[src/rtl/turf_cin_parallel_gen.sv]
// rtl/turf_cin_parallel_gen.sv - TURF->TURFIO CIN command nybble generator
// Serializes 32-bit words MSB-nybble first in 8-cycle slots aligned to the sync_i frame.
module turf_cin_parallel_gen #(
  parameter logic [31:0] TRAIN_SEQUENCE = 32'hA55A6996,
  parameter logic [31:0] IDLE_WORD      = 32'h00000000
) (
  input  logic        sysclk_i,
  input  logic        sysclk_rstn_i,
  input  logic        sync_i,
  input  logic        train_i,
  input  logic [31:0] cmd_i,
  input  logic        cmd_valid_i,
  output logic        cmd_ready_o,
  output logic [3:0]  cin_o,
  output logic [2:0]  nybble_idx_o,
  output logic        cmd_sent_o,
  output logic        train_active_o,
  output logic        misalign_o
);

  logic [31:0] shifter;
  logic [31:0] hold;
  logic        hold_full;

  logic        load;
  logic        accept;
  logic        send_hold;
  logic        hold_full_nxt;
  logic [31:0] next_word;

  assign load          = sync_i || (nybble_idx_o == 3'd7);
  assign accept        = cmd_valid_i && cmd_ready_o;
  assign send_hold     = load && !train_i && hold_full;
  // A word accepted on a load edge can never join that slot; it always lands in hold.
  assign hold_full_nxt = accept || (hold_full && !send_hold);
  assign next_word     = train_i   ? TRAIN_SEQUENCE :
                         hold_full ? hold           : IDLE_WORD;
  assign cin_o         = shifter[31:28];

  always_ff @(posedge sysclk_i or negedge sysclk_rstn_i) begin
    if (!sysclk_rstn_i) begin
      shifter        <= IDLE_WORD;
      nybble_idx_o   <= 3'd0;
      hold           <= 32'h0;
      hold_full      <= 1'b0;
      cmd_ready_o    <= 1'b0;
      cmd_sent_o     <= 1'b0;
      train_active_o <= 1'b0;
      misalign_o     <= 1'b0;
    end else begin
      if (load) begin
        nybble_idx_o   <= 3'd0;
        shifter        <= next_word;
        train_active_o <= train_i;
      end else begin
        nybble_idx_o <= nybble_idx_o + 3'd1;
        shifter      <= {shifter[27:0], 4'h0};
      end
      // A sync landing anywhere but the last nybble abandons the slot in flight.
      misalign_o  <= sync_i && (nybble_idx_o != 3'd7);
      cmd_sent_o  <= send_hold;
      if (accept)
        hold <= cmd_i;
      hold_full   <= hold_full_nxt;
      cmd_ready_o <= !hold_full_nxt;
    end
  end

endmodule

[config.mk]
export PLATFORM = sky130hd
export DESIGN_NAME = turf_cin_parallel_gen
export DESIGN_NICKNAME = d
export VERILOG_FILES = /design/src/rtl/turf_cin_parallel_gen.sv
export SDC_FILE = /design/constraint.sdc
export NUM_CORES = 1
export LEC_CHECK = 0
export ABC_AREA = 1
export CAP_MARGIN = 20
export CELL_PAD_IN_SITES_DETAIL_PLACEMENT = 0
export CELL_PAD_IN_SITES_GLOBAL_PLACEMENT = 1
export CORE_MARGIN = 1.5
export CORE_UTILIZATION = 47
export CTS_CLUSTER_DIAMETER = 200
export DETAILED_ROUTE_END_ITERATION = 6
export DONT_BUFFER_PORTS = 1
export PLACE_DENSITY = 0.83
export SYNTH_ARGS = -nofsm -noshare
export SYNTH_HDL_FRONTEND = slang
export SYNTH_SLANG_ARGS = --single-unit
[constraint.sdc]
create_clock -name sysclk_i -period 1.65 [get_ports sysclk_i]
set_input_delay 0.2475 -clock sysclk_i [delete_from_list [all_inputs] [get_ports sysclk_i]]
set_output_delay 0.2475 -clock sysclk_i [all_outputs]
set_load 0.01 [all_outputs]
==> results by stage, run 1 <==
Outcome:
- The run finished, with violations left.
- The checks that failed: negative hold slack.

Finish:
- The post-route netlist has 9.45% of its cells at a drive strength greater than 1.
- The repair_antennas step left the layout with diodes totalling 0.
- The area growth from synthesis to layout is 8.35%.
- In the final design database the tool counted 341 nets.

Critical path:
- The critical path endpoint category is a flip-flop.
- Setup slack on the worst reg-to-reg path comes out at 0.21 ns.
- The startpoint-to-endpoint class of the critical path is flip-flop to flip-flop.
- The signal on the critical path passes through ha_1 -> ha_1 -> nor2_4 -> buf_4 -> o21ai_0.
- The worst register-to-register path has a depth of 5.
- The endpoint identified for the worst register-to-register timing path is shifter[31]$_DFF_PN0_.
- STA classifies the critical path startpoint as a flip-flop.
- On the worst path, the slowest cell contributes a delay of 0.39 ns.
- The cell that appears most often on the critical path is sky130_fd_sc_hd__ha_1.
- The worst register-to-register path begins at nybble_idx_o[0]$_DFF_PN0_.
- The largest driver fanout on the critical path is 15.
- Data on the critical path is required at its endpoint by 1.86 ns.
- The critical path's slowest cell is sky130_fd_sc_hd__dfrtp_1.
- The data arrival time of the critical path is 1.66 ns.

Die:
- Pin placement for this block handled 48 I/O pins.
- The starting density of the core is 48.2%.
- The chip height is 80.4 µm.
- The full die area is 0.00647 mm².
- The floorplan step set the die width to 80.4 µm.
- The core region area is 0.00585 mm².
- The number of core rows is 28.

Synth:
- The synthesized design spends more area on one cell type than any other, namely sky130_fd_sc_hd__dfrtp_1.
- Counting flops with an async set or reset pin after synthesis yields a share of 100%.
- The number of standard cells after synthesis is 302.
- The most common cell in the synthesized netlist is sky130_fd_sc_hd__nand2_1.
- The average cell area after synthesis is 9.33 µm².
- After synthesis the netlist holds a flip-flop and latch count of 72.
- For this run, the number of Yosys warnings is 0.
- Of the post-synthesis cell area, the dominant cell type holds 63.9%.
- In the synthesized netlist the dominant register cell turns out to be sky130_fd_sc_hd__dfrtp_1.
- Of the synthesized area, sequential elements account for 63.9%.
- After synthesis, the cell types taking the most area are sky130_fd_sc_hd__dfrtp_1, sky130_fd_sc_hd__nand2_1, sky130_fd_sc_hd__o21ai_0.
- The synthesized design contains 0 enable-type register cells.
- By count the netlist is led by sky130_fd_sc_hd__nand2_1, sky130_fd_sc_hd__dfrtp_1, sky130_fd_sc_hd__o21ai_0.
- The post-synthesis instance area is 0.00282 mm².
- The synthesized netlist net count is 341.
- In this run, distinct cell masters in the synthesized netlist total 14.

Power:
- After layout, the design draws a total of 0.00436 W.
- The largest vdd supply drop is 0.687 mV.
- The static leakage is 1.55 nW.
- The power per unit of standard cell area is 1430 mW/mm².

Clocking:
- The number of clock buffers added by TritonCTS is 9.
- After clock tree synthesis, the repair step resized 0 gates.
- The H-tree was split into 3 levels.
- Once the clock tree was built, the setup fixing pass inserted 0 buffers.
- The later-pin clock latency in the skew report is 0.33 ns.
- The buffer depth of the longest clock path is 2.
- The total clock sinks is 72.
- The clock tree from TritonCTS is done.
- The clock transition at the registers of the reported paths is 0.07 ns.
- The library cell used as clock root buffer is sky130_fd_sc_hd__clkbuf_8.

STA:
- The final critical delay including setup and external delays is 1.44 ns.
- Measured against its own limit, the worst slew margin works out to 78.4%.
- Across all hold checks on the routed design, the worst slack comes to -0.398 ns.
- The total negative setup slack is 0 ns.
- The number of hold violations in the final report was 72.
- Setup repair after global routing left no endpoint under its margin.
- Setup violations remaining at the end of the flow were counted as 0.
- After layout, the worst path uses 87.5% of the clock period.
- The post-route clock skew is 0.00574 ns.
- At the pin with the least slew margin, the transition time is 0.324 ns.
- Based on the critical path, the design can be clocked at up to 0.693 GHz.
- The total count of max-transition violations in the final report was 0.

Global route:
- The global-route wire length before repair is 8710 µm.
- For this run, global-route usage on met1 was measured as 24.3%.
- Global routing used 18.0% of the available tracks across all layers.
- For met2 alone, demand over resource in global routing was 27.1%.
- The number of antenna violations at the first check in global routing is 0.
- Global routing used 6.36% of the available met3 tracks.
- The overall overflow remaining after global route is 0.
- The maximum number of pins on one net before global-route repair is 73.
- The most used routing layer is met2.
- The via count of the first global-routing pass is 1794.

Detailed routing:
- The DRC violations left is 0.
- Using the TritonRoute via totals, the vias-per-cell ratio works out to 4.96.
- Across all layers, the routed design uses 1895 vias.
- After detailed routing, the average wire length per cell comes to 13.8 µm.
- The detailed-route wire length is 5260 µm.
- The starting DRC count in detailed routing is 84.
- Once detail routing completed, the nets flagged for antenna violations numbered 0.
- The number of detailed-routing iterations run before antenna repair is 4.

Placement:
- The weighted congestion at the end of routability-driven global placement is 0.725.
- The number of buffer cells added on primary ports is 0.
- Detailed placement finished with a half-perimeter wire length of 3440 µm.

Flow run:
- Max-cap violations in this run came to 0.

Hold path:
- The class of the tightest hold or removal check is input port to asynchronous set/reset pin.
cells by family (layout without fill, tap and decap cells):
| logic type | after synthesis | after routing | share of synthesized area [%] |
|---|---|---|---|
| and+or+nand+nor | 150 | 150 | 20.2 |
| DFF | 72 | 72 | 63.9 |
| AOI/OAI and AO/OA | 48 | 48 | 8.66 |
| buffers and inverters | 30 | 35 | 6.26 |
| adders and majority gates | 2 | 2 | 0.888 |
cells in the final DEF, fill, tap and decap left out:
cell type                  netlist  layout
sky130_fd_sc_hd__buf_4           5       8
sky130_fd_sc_hd__nor2_1          9       9
sky130_fd_sc_hd__nand2_1       140     140
sky130_fd_sc_hd__o21ai_0        21      21
sky130_fd_sc_hd__a21oi_1        17      17
sky130_fd_sc_hd__ha_1            2       2
sky130_fd_sc_hd__o21ai_2         1       1
sky130_fd_sc_hd__clkbuf_8        0      12
sky130_fd_sc_hd__clkbuf_1        0       1
sky130_fd_sc_hd__nor2_4          1       1
sky130_fd_sc_hd__o21ai_1         9       9
sky130_fd_sc_hd__inv_1           7       7
sky130_fd_sc_hd__buf_12          0       2
sky130_fd_sc_hd__dfrtp_1        72      72
sky130_fd_sc_hd__inv_2           2       2
sky130_fd_sc_hd__clkinv_2        0       3
worst max-delay path: cells and delay by family (launching register included):
family / cells / cell delay, ns
AND/OR/NAND/NOR: 1 / 0.18
flip-flops: 1 / 0.39
adder cells (fa/ha/maj): 2 / 0.44
AO/OA/AOI/OAI: 1 / 0.11
buffers and inverters: 1 / 0.22
through the flow:
step / utilization (%) / std cells / setup WS, ns / hold WS (ns) / instance area (µm²)
5_1_grt: 52.2 / 382 / 0.102 / -0.425 / 3050
2_1_floorplan: - / 302 / 0.236 / -0.0481 / 2820
3_5_place_dp: 49.0 / 366 / 0.202 / -0.0463 / 2870
6_report: 52.2 / 382 / 0.206 / -0.398 / 3050
4_1_cts: 52.2 / 382 / 0.190 / -0.411 / 3050
3_3_place_gp: 49.0 / 366 / 0.240 / -0.0460 / 2870
report_power, final:
| group | total, W | switching (W) | internal [W] |
|---|---|---|---|
| Clock | 0.00126 | 0.000600 | 0.000662 |
| Combinational | 0.000690 | 0.000418 | 0.000272 |
| Sequential | 0.00240 | 0.000220 | 0.00218 |
how the worst max path moves through the flow:
stage | startpoint | end | slack [ns] | cells after the start
after floorplan | nybble_idx_o[0]$_DFF_PN0_ | shifter[11]$_DFF_PN0_ | 0.24 | 5
after global placement | nybble_idx_o[0]$_DFF_PN0_ | shifter[9]$_DFF_PN0_ | 0.24 | 6
after detailed placement | nybble_idx_o[0]$_DFF_PN0_ | shifter[31]$_DFF_PN0_ | 0.20 | 5
after CTS | nybble_idx_o[0]$_DFF_PN0_ | shifter[31]$_DFF_PN0_ | 0.19 | 5
after global routing | nybble_idx_o[0]$_DFF_PN0_ | shifter[30]$_DFF_PN0_ | 0.10 | 6
final | nybble_idx_o[0]$_DFF_PN0_ | shifter[31]$_DFF_PN0_ | 0.21 | 5
layout make-up:
| type | count | area (µm²) |
|---|---|---|
| fill | 561 | 2800 |
| sequential | 72 | 1800 |
| multi-input combinational | 200 | 840 |
| clock buffer | 13 | 169 |
| timing repair buffer | 10 | 100 |
| tap | 75 | 93.8 |
| inverter | 9 | 33.8 |
| clock inverter | 3 | 15.0 |
flip-flops by register name (all words and copies together) (netlist names):
name	flops
hold	32
cmd_sent_o	1
nybble_idx_o	3
cmd_ready_o	1
hold_full	1
shifter	32
misalign_o	1
train_active_o	1
per-layer routing:
layer	routed length [µm]	vias up	part of all wire, %
li1	-	937	-
met1	2410	908	46
met2	2450	44	47
met3	355	6	6.8
met4	48	0	0.91
met5	0	-	0
Note: power is estimated with default switching activity, not from simulation.
==> run 2, diff against run 1 <==
--- a/config.mk
+++ b/config.mk
@@ -11,10 +11,10 @@
 export CELL_PAD_IN_SITES_GLOBAL_PLACEMENT = 1
 export CORE_MARGIN = 1.5
 export CORE_UTILIZATION = 47
-export CTS_CLUSTER_DIAMETER = 200
+export CTS_CLUSTER_DIAMETER = 60
 export DETAILED_ROUTE_END_ITERATION = 6
 export DONT_BUFFER_PORTS = 1
-export PLACE_DENSITY = 0.83
+export PLACE_DENSITY = 0.76
 export SYNTH_ARGS = -nofsm -noshare
 export SYNTH_HDL_FRONTEND = slang
 export SYNTH_SLANG_ARGS = --single-unit
==> run 2 against run 1 <==
Against the previous run: the run still ends with negative hold slack left; largest cell class unchanged; die area unchanged; non-clock buffer count decreased by 1; power decreased by 0.58%; combinational power hardly changed; highest routed layer unchanged; utilization stayed put; cell count decreased by 0.79%.
==> results by stage, run 2 (synthesis gave the netlist of run 1 again) <==
Critical path:
- The critical path endpoint category was a flip-flop (unchanged).
- The slack of the worst reg-to-reg path is 0.12 ns (was 0.21 ns).
- The worst endpoint required time is 1.86 ns (about the same).
- The critical path startpoint category is a flip-flop (unchanged).
- The largest driver fanout on the critical path is 22 (was 15).
- Cells along the critical path: ha_1 -> ha_1 -> nor2_4 -> buf_6 -> o21ai_0 (was ha_1 -> ha_1 -> nor2_4 -> buf_4 -> o21ai_0).
- The critical path's slowest cell is sky130_fd_sc_hd__dfrtp_1 (unchanged).
- The data arrival time of the critical path is 1.74 ns (was 1.66 ns).
- The most used cell along the critical path is sky130_fd_sc_hd__ha_1 (unchanged).
- The startpoint-to-endpoint class of the critical path was flip-flop to flip-flop (unchanged).
- The delay of the slowest critical-path stage is 0.43 ns (was 0.39 ns).

STA:
- The total count of max-transition violations in the final report is 0 (unchanged).
- The highest clock rate was 0.655 GHz (was 0.693 GHz).
- Unrepaired setup endpoints after global routing: no (unchanged).
- The total negative setup slack is 0 ns (unchanged).
- The number of hold violations in the final report was 72 (unchanged).
- The final count of negative-setup-slack endpoints is 0 (unchanged).
- The slew at the pin with the worst max-slew slack is 0.339 ns (was 0.324 ns).
- The tightest slew margin relative to the limit is 77.4% (was 78.4%).
- The worst hold-check slack came to -0.399 ns (was -0.398 ns).
- The final critical delay including setup and external delays is 1.53 ns (was 1.44 ns).
- The portion of the clock cycle consumed by the worst path in the final layout came to 92.5% (was 87.5%).
- The post-route clock skew is 0.00344 ns (was 0.00574 ns).

Clocking:
- The number of CTS-inserted buffers is 9 (unchanged).
- The clock tree from TritonCTS is done (unchanged).
- The number of buffers inserted by post-CTS setup repair is 0 (unchanged).
- The library cell used as clock root buffer is sky130_fd_sc_hd__clkbuf_8 (unchanged).
- The total clock sinks is 72 (unchanged).
- The number of H-tree branching levels is 3 (unchanged).
- The later-pin clock latency in the skew report is 0.33 ns (about the same).
- The number of hold buffers added after CTS is 1.
- The buffer depth of the longest clock path is 2 (unchanged).
- The clock transition at the registers of the reported paths is 0.07 ns (about the same).

Die:
- The core region area was 0.00585 mm² (unchanged).
- The die width is 80.4 µm (unchanged).
- The boundary pin count is 48 (unchanged).
- The number of core rows was 28 (unchanged).
- The starting density of the core came to 48.2% (unchanged).
- The chip height is 80.4 µm (unchanged).
- The full die area was 0.00647 mm² (unchanged).

Detailed routing:
- The remaining antenna violation count after routing is 0 (unchanged).
- The starting DRC count in detailed routing came to 83 (was 84).
- The DRC violations left is 0 (unchanged).
- The average wire length per cell after detail routing is 13.9 µm (was 13.8 µm).
- The vias per cell is 4.95 (was 4.96).
- The via count of the routed design came to 1877 (was 1895).
- The detailed-route wire length is 5280 µm (was 5260 µm).
- The number of detailed-routing iterations run before antenna repair came to 4 (unchanged).

Outcome:
- Outcome: complete, but fails checks (unchanged).
- Violations in the final reports: negative hold slack (unchanged).

Finish:
- The fraction of the core area covered by cells at the end of the flow is 52.2% (unchanged).
- The area growth from synthesis to layout is 8.35% (unchanged).
- The count of filler cells inserted in the layout came to 551 (was 561).
- The post-route non-filler standard cell count is 379 (was 382).
- Highest-count cells in the layout ignoring fill and taps: sky130_fd_sc_hd__nand2_1, sky130_fd_sc_hd__dfrtp_1, sky130_fd_sc_hd__o21ai_0 (unchanged).
- Largest registers: hold: 32 flops, shifter: 32 flops, nybble_idx_o: 3 flops (unchanged).
- The number of nets in the layout is 340 (was 341).
- The antenna diode count was 0 (unchanged).
- The fraction of layout cells with a size suffix above 1 is 7.89% (was 9.45%).
- The most common cell after layout, fill and taps aside was sky130_fd_sc_hd__nand2_1 (unchanged).

Power:
- The static leakage is 1.54 nW (was 1.55 nW).
- The largest vdd supply drop was 0.541 mV (was 0.687 mV).
- The power per unit of standard cell area is 1420 mW/mm² (was 1430 mW/mm²).
- The post-route total power is 0.00433 W (was 0.00436 W).

Global route:
- The via count of the first global-routing pass was 1902 (was 1794).
- The maximum number of pins on one net before global-route repair is 73 (unchanged).
- The global router's overall resource usage is 18.8% (was 18.0%).
- The overall overflow remaining after global route is 0 (unchanged).
- The global-route wire length before repair is 8900 µm (was 8710 µm).
- The number of antenna violations at the first check in global routing is 0 (unchanged).

Hold path:
- The class of the tightest hold or removal check is input port to asynchronous set/reset pin (unchanged).

Placement:
- The number of buffer cells added on primary ports is 0 (unchanged).
- The cell count after placement is 364 (was 366).
- The total half-perimeter wirelength after legalization and detailed placement was 3290 µm (was 3440 µm).
- The weighted congestion at the end of routability-driven global placement is 0.716 (was 0.725).

Flow run:
- The max capacitance violation total was 0 (unchanged).
run 2: cell types whose count changed in the layout (fill, tap and decap cells not counted):
cell	previous run	this run
sky130_fd_sc_hd__buf_12	2	3
sky130_fd_sc_hd__buf_4	8	4
sky130_fd_sc_hd__buf_6	0	1
sky130_fd_sc_hd__clkbuf_1	1	2
sky130_fd_sc_hd__clkinv_2	3	0
sky130_fd_sc_hd__dlygate4sd3_1	0	1
run 2: timing repair:
action,4_1_cts,5_1_grt
hold endpoints to repair,73,72
resized for setup,0,1
endpoints found under the setup margin,0,9
run 2: worst paths after layout:
| kind | from | endpoint | cells past startpoint |
|---|---|---|---|
| max in group asynchronous | sysclk_rstn_i | shifter[2]$_DFF_PN0_ | 0 |
| setup reg to reg | nybble_idx_o[0]$_DFF_PN0_ | shifter[17]$_DFF_PN0_ | 5 |
| hold / removal | sysclk_rstn_i | cmd_ready_o$_DFF_PN0_ | 0 |
| setup / recovery | nybble_idx_o[0]$_DFF_PN0_ | shifter[17]$_DFF_PN0_ | 5 |
| min in group sysclk_i | cmd_i[23] | hold[23]$_DFFE_PN0P_ | 2 |
| hold reg to reg | shifter[21]$_DFF_PN0_ | shifter[25]$_DFF_PN0_ | 2 |
run 2: per-stage QoR:
| step | area [µm²] | worst slack [ns] | hold slack [ns] |
|---|---|---|---|
| 2_1_floorplan | 2820 | 0.236 | -0.0481 |
| 3_3_place_gp | 2870 | 0.137 | -0.0459 |
| 3_5_place_dp | 2870 | 0.0720 | -0.0460 |
| 4_1_cts | 3050 | 0.0559 | -0.411 |
| 5_1_grt | 3050 | 0.0163 | -0.425 |
| 6_report | 3050 | 0.123 | -0.399 |
run 2: critical path: cells and delay by family, from the launching register on:
family / cells / cell delay (ns)
adders and majority gates: 2 / 0.47
AOI/OAI and AO/OA: 1 / 0.12
buffers and inverters: 1 / 0.20
DFF: 1 / 0.43
and+or+nand+nor: 1 / 0.17
run 2: per-layer routing:
metal | share of wire [%] | GRT usage [%] | vias to the layer above | wire (µm)
li1 | - | - | 934 | -
met1 | 47 | 24.5 | 890 | 2480
met2 | 46 | 29.0 | 43 | 2430
met3 | 5.2 | 5.91 | 10 | 273
met4 | 1.8 | 7.76 | 0 | 97
met5 | 0 | 0 | - | 0
run 2: final cells by class:
type	count	area (µm²)	area share, %
flip-flops and latches	72	1800	59.0
multi-input cells	200	840	27.5
clock buffers	14	173	5.66
repair buffers	9	111	3.65
well taps	75	93.8	3.07
inverters	9	33.8	1.11
run 2: power by group:
group          switching, W  internal [W]
clock network      0.000591      0.000655
logic              0.000411      0.000277
registers          0.000212       0.00218
total               0.00121       0.00312
==> run 3, diff against run 2 <==
--- a/config.mk
+++ b/config.mk
@@ -5,15 +5,15 @@
 export SDC_FILE = /design/constraint.sdc
 export NUM_CORES = 1
 export LEC_CHECK = 0
-export ABC_AREA = 1
 export CAP_MARGIN = 20
 export CELL_PAD_IN_SITES_DETAIL_PLACEMENT = 0
 export CELL_PAD_IN_SITES_GLOBAL_PLACEMENT = 1
 export CORE_MARGIN = 1.5
-export CORE_UTILIZATION = 47
+export CORE_UTILIZATION = 50
 export CTS_CLUSTER_DIAMETER = 60
 export DETAILED_ROUTE_END_ITERATION = 6
 export DONT_BUFFER_PORTS = 1
+export GPL_ROUTABILITY_DRIVEN = 0
 export PLACE_DENSITY = 0.76
 export SYNTH_ARGS = -nofsm -noshare
 export SYNTH_HDL_FRONTEND = slang
==> run 3 against run 2 <==
Against the previous run: clock skew grew 0.0046 ns; fmax fell by 2.8%; via count fell by 11%; critical path depth unchanged; die area decreased by 3.5%; critical path type unchanged; flip-flop and latch count did not move; area after synthesis is 2.5% higher; clock-buffer cell count stayed put; the flow still finishes with violations (negative hold slack); wire length is 2.1% lower; synthesized cell count shrank 27%.
==> results by stage, run 3 <==
Critical path:
- The critical path endpoint category was a flip-flop (unchanged).
- The startpoint-to-endpoint class of the critical path is flip-flop to flip-flop (unchanged).
- The data arrival time of the critical path is 1.80 ns (was 1.74 ns).
- Cells along the critical path: ha_1 -> ha_1 -> or2_1 -> buf_12 -> a31o_1 (was ha_1 -> ha_1 -> nor2_4 -> buf_6 -> o21ai_0).
- The delay of the slowest critical-path stage is 0.38 ns (was 0.43 ns).
- The largest driver fanout on the critical path is 31 (was 22).
- The total buffers and inverters traversed by the critical path was 1 (unchanged).
- The most used cell along the critical path is sky130_fd_sc_hd__ha_1 (unchanged).
- The dominant delay contributor by cell family on the critical path is adder cells (unchanged).
- The worst endpoint required time is 1.88 ns (was 1.86 ns).
- The critical path startpoint category is a flip-flop (unchanged).
- The critical path's slowest cell was sky130_fd_sc_hd__dfrtp_1 (unchanged).

Synth:
- Top post-synthesis cells by count: sky130_fd_sc_hd__dfrtp_1, sky130_fd_sc_hd__mux2_1, sky130_fd_sc_hd__a21oi_1 (was sky130_fd_sc_hd__nand2_1, sky130_fd_sc_hd__dfrtp_1, sky130_fd_sc_hd__o21ai_0).
- The most instantiated library cell after synthesis is sky130_fd_sc_hd__dfrtp_1 (was sky130_fd_sc_hd__nand2_1).
- The post-synthesis instance area is 0.00289 mm² (was 0.00282 mm²).
- The sequential area share after synthesis is 62.4% (was 63.9%).
- Top cells by area in the synthesized netlist: sky130_fd_sc_hd__dfrtp_1, sky130_fd_sc_hd__mux2_1, sky130_fd_sc_hd__a21oi_1 (was sky130_fd_sc_hd__dfrtp_1, sky130_fd_sc_hd__nand2_1, sky130_fd_sc_hd__o21ai_0).
- The most area-hungry cell type in the Yosys netlist is sky130_fd_sc_hd__dfrtp_1 (unchanged).
- The count of distinct cell types in the synthesized netlist is 21 (was 14).
- The flip-flop and latch count after synthesis is 72 (unchanged).
- The synthesized netlist net count is 258 (was 341).
- The number of enable flip-flop cells after synthesis is 0 (unchanged).
- The number of standard cells after synthesis is 219 (was 302).
- The count of warnings emitted by yosys is 0 (unchanged).
- The average cell area after synthesis is 13.2 µm² (was 9.33 µm²).
- The fraction of registers with async set or reset after synthesis came to 100% (unchanged).
- The dominant synthesized flop cell was sky130_fd_sc_hd__dfrtp_1 (unchanged).
- The area fraction of the dominant cell type after synthesis was 62.4% (was 63.9%).

Detailed routing:
- The number of detailed-routing iterations run before antenna repair came to 4 (unchanged).
- The vias per cell came to 5.65 (was 4.95).
- The via count of the routed design is 1668 (was 1877).
- The average wire length per cell after detail routing is 17.5 µm (was 13.9 µm).
- The detailed-route wire length is 5160 µm (was 5280 µm).
- The starting DRC count in detailed routing is 73 (was 83).
- The DRC violations left is 0 (unchanged).
- The remaining antenna violation count after routing is 0 (unchanged).

Power:
- The logic gate share of total power was 14.1% (was 15.9%).
- The internal power component was 0.00356 W (was 0.00312 W).
- The net switching share of the total power came to 24.2% (was 28.0%).
- The power per unit of standard cell area is 1480 mW/mm² (was 1420 mW/mm²).
- The part of the total power dissipated in the clock network is 33.8% (was 28.8%).
- The sequential cell fraction of total power came to 52.1% (was 55.3%).
- The largest vdd supply drop is 0.808 mV (was 0.541 mV).
- The static leakage is 1.38 nW (was 1.54 nW).
- The power dissipated by switching net loads is 0.00113 W (was 0.00121 W).

STA:
- The total negative setup slack is 0 ns (unchanged).
- The final worst setup slack is 0.0797 ns (was 0.123 ns).
- The tightest slew margin relative to the limit is 65.4% (was 77.4%).
- The post-route clock skew is 0.00803 ns (was 0.00344 ns).
- Unrepaired setup endpoints after global routing: no (unchanged).
- The final critical delay including setup and external delays is 1.57 ns (was 1.53 ns).
- The highest clock rate is 0.637 GHz (was 0.655 GHz).
- The worst hold-check slack was -0.409 ns (was -0.399 ns).
- The portion of the clock cycle consumed by the worst path in the final layout is 95.2% (was 92.5%).
- The total count of max-transition violations in the final report is 0 (unchanged).
- The slew at the pin with the worst max-slew slack is 0.518 ns (was 0.339 ns).
- The final count of negative-setup-slack endpoints is 0 (unchanged).
- The number of hold violations in the final report is 72 (unchanged).

Outcome:
- Outcome: complete, but fails checks (unchanged).
- Violations in the final reports: negative hold slack (unchanged).

Finish:
- The number of nets in the layout is 257 (was 340).
- The fraction of layout cells with a size suffix above 1 is 10.8% (was 7.89%).
- Highest-count cells in the layout ignoring fill and taps: sky130_fd_sc_hd__dfrtp_1, sky130_fd_sc_hd__mux2_1, sky130_fd_sc_hd__a21oi_1 (was sky130_fd_sc_hd__nand2_1, sky130_fd_sc_hd__dfrtp_1, sky130_fd_sc_hd__o21ai_0).
- The area growth from synthesis to layout is 9.96% (was 8.35%).
- Largest registers: hold: 32 flops, shifter: 32 flops, nybble_idx_o: 3 flops (unchanged).
- The post-route non-filler standard cell count is 295 (was 379).
- The post-route cell area is 0.00318 mm² (was 0.00305 mm²).
- The most common cell after layout, fill and taps aside is sky130_fd_sc_hd__dfrtp_1 (was sky130_fd_sc_hd__nand2_1).
- The antenna diode count came to 0 (unchanged).

Placement:
- The worst setup slack after placement was 0.0445 ns (was 0.0720 ns).
- The total half-perimeter wirelength after legalization and detailed placement is 3290 µm (about the same).
- The cell count after placement is 277 (was 364).
- The cell area after placement is 0.00292 mm² (was 0.00287 mm²).
- The number of buffer cells added on primary ports is 0 (unchanged).

Die:
- The core region area is 0.00554 mm² (was 0.00585 mm²).
- The number of core rows is 27 (was 28).
- The boundary pin count is 48 (unchanged).
- The starting density of the core is 52.1% (was 48.2%).
- The chip height came to 79.0 µm (was 80.4 µm).
- The die width is 79.0 µm (was 80.4 µm).
- The full die area is 0.00624 mm² (was 0.00647 mm²).

Clocking:
- The number of hold buffers added after CTS was 1 (unchanged).
- The clock tree from TritonCTS was done (unchanged).
- The total clock sinks is 72 (unchanged).
- The later-pin clock latency in the skew report is 0.34 ns (was 0.33 ns).
- The buffer depth of the longest clock path is 2 (unchanged).
- The number of CTS-inserted buffers was 9 (unchanged).
- The clock transition at the registers of the reported paths was 0.07 ns (about the same).
- The library cell used as clock root buffer is sky130_fd_sc_hd__clkbuf_8 (unchanged).
- The number of H-tree branching levels is 3 (unchanged).
- The number of instances resized during post-cts repair is 0 (unchanged).
- The number of buffers inserted by post-CTS setup repair is 0 (unchanged).

Global route:
- The overall overflow remaining after global route is 0 (unchanged).
- The number of antenna violations at the first check in global routing is 0 (unchanged).
- The global router's overall resource usage came to 19.3% (was 18.8%).
- The maximum number of pins on one net before global-route repair was 73 (unchanged).
- The global-route wire length before repair is 8840 µm (was 8900 µm).
- The via count of the first global-routing pass is 1821 (was 1902).

Hold path:
- The class of the tightest hold or removal check is input port to asynchronous set/reset pin (unchanged).

Flow run:
- The max capacitance violation total came to 0 (unchanged).
==> run 3: power groups by stage <==
stage | Sequential (W) | Combinational (W) | Clock [W]
global route | 0.00250 | 0.000742 | 0.00171
floorplan | 0.00238 | 0.000602 | 0
CTS | 0.00245 | 0.000665 | 0.00163
detailed placement | 0.00248 | 0.000658 | 0
finish | 0.00244 | 0.000660 | 0.00158
global placement | 0.00247 | 0.000619 | 0
==> run 3: final timing paths <==
kind                                      startpoint                         end  slack (ns)  cells after the start
setup / recovery           nybble_idx_o[0]$_DFF_PN0_       shifter[30]$_DFF_PN0_        0.08                      5
hold / removal                         sysclk_rstn_i       cmd_ready_o$_DFF_PN0_       -0.41                      0
setup reg to reg           nybble_idx_o[0]$_DFF_PN0_       shifter[30]$_DFF_PN0_        0.08                      5
hold reg to reg                  hold[1]$_DFFE_PN0P_         hold[1]$_DFFE_PN0P_        0.49                      1
max in group asynchronous              sysclk_rstn_i       shifter[23]$_DFF_PN0_        1.92                      0
min in group sysclk_i                        train_i  train_active_o$_DFFE_PN0N_        0.03                      1
==> run 3: per-stage QoR <==
step	power [W]	hold slack, ns	utilization (%)
final	0.00469	-0.409	57.3
after global routing	0.00495	-0.437	57.3
after floorplan	0.00298	-0.0481	-
after CTS	0.00475	-0.431	57.1
after detailed placement	0.00314	-0.0468	52.8
after global placement	0.00309	-0.0462	52.8
==> run 3: cells by family after synthesis <==
family / Yosys count / synth area share [%]
AO/OA/AOI/OAI: 47 / 10.2
adder cells (fa/ha/maj): 2 / 0.866
buffers and inverters: 24 / 5.28
flip-flops: 72 / 62.4
multiplexers: 33 / 12.9
AND/OR/NAND/NOR: 41 / 8.40
==> run 3: final cells by class <==
| cell class | count | area [µm²] |
|---|---|---|
| well taps | 72 | 90.1 |
| clock buffers | 14 | 173 |
| fillers | 471 | 2360 |
| repair buffers | 11 | 114 |
| clock inverters | 2 | 60.1 |
| flip-flops and latches | 72 | 1800 |
| inverters | 1 | 3.75 |
| multi-input cells | 123 | 935 |
==> run 3: layer usage <==
metal  global-route usage (%)  routed length [µm]
met1                     22.4                2270
met2                     32.2                2610
met3                     8.39                 242
met4                     5.79                  41
met5                        0                   0
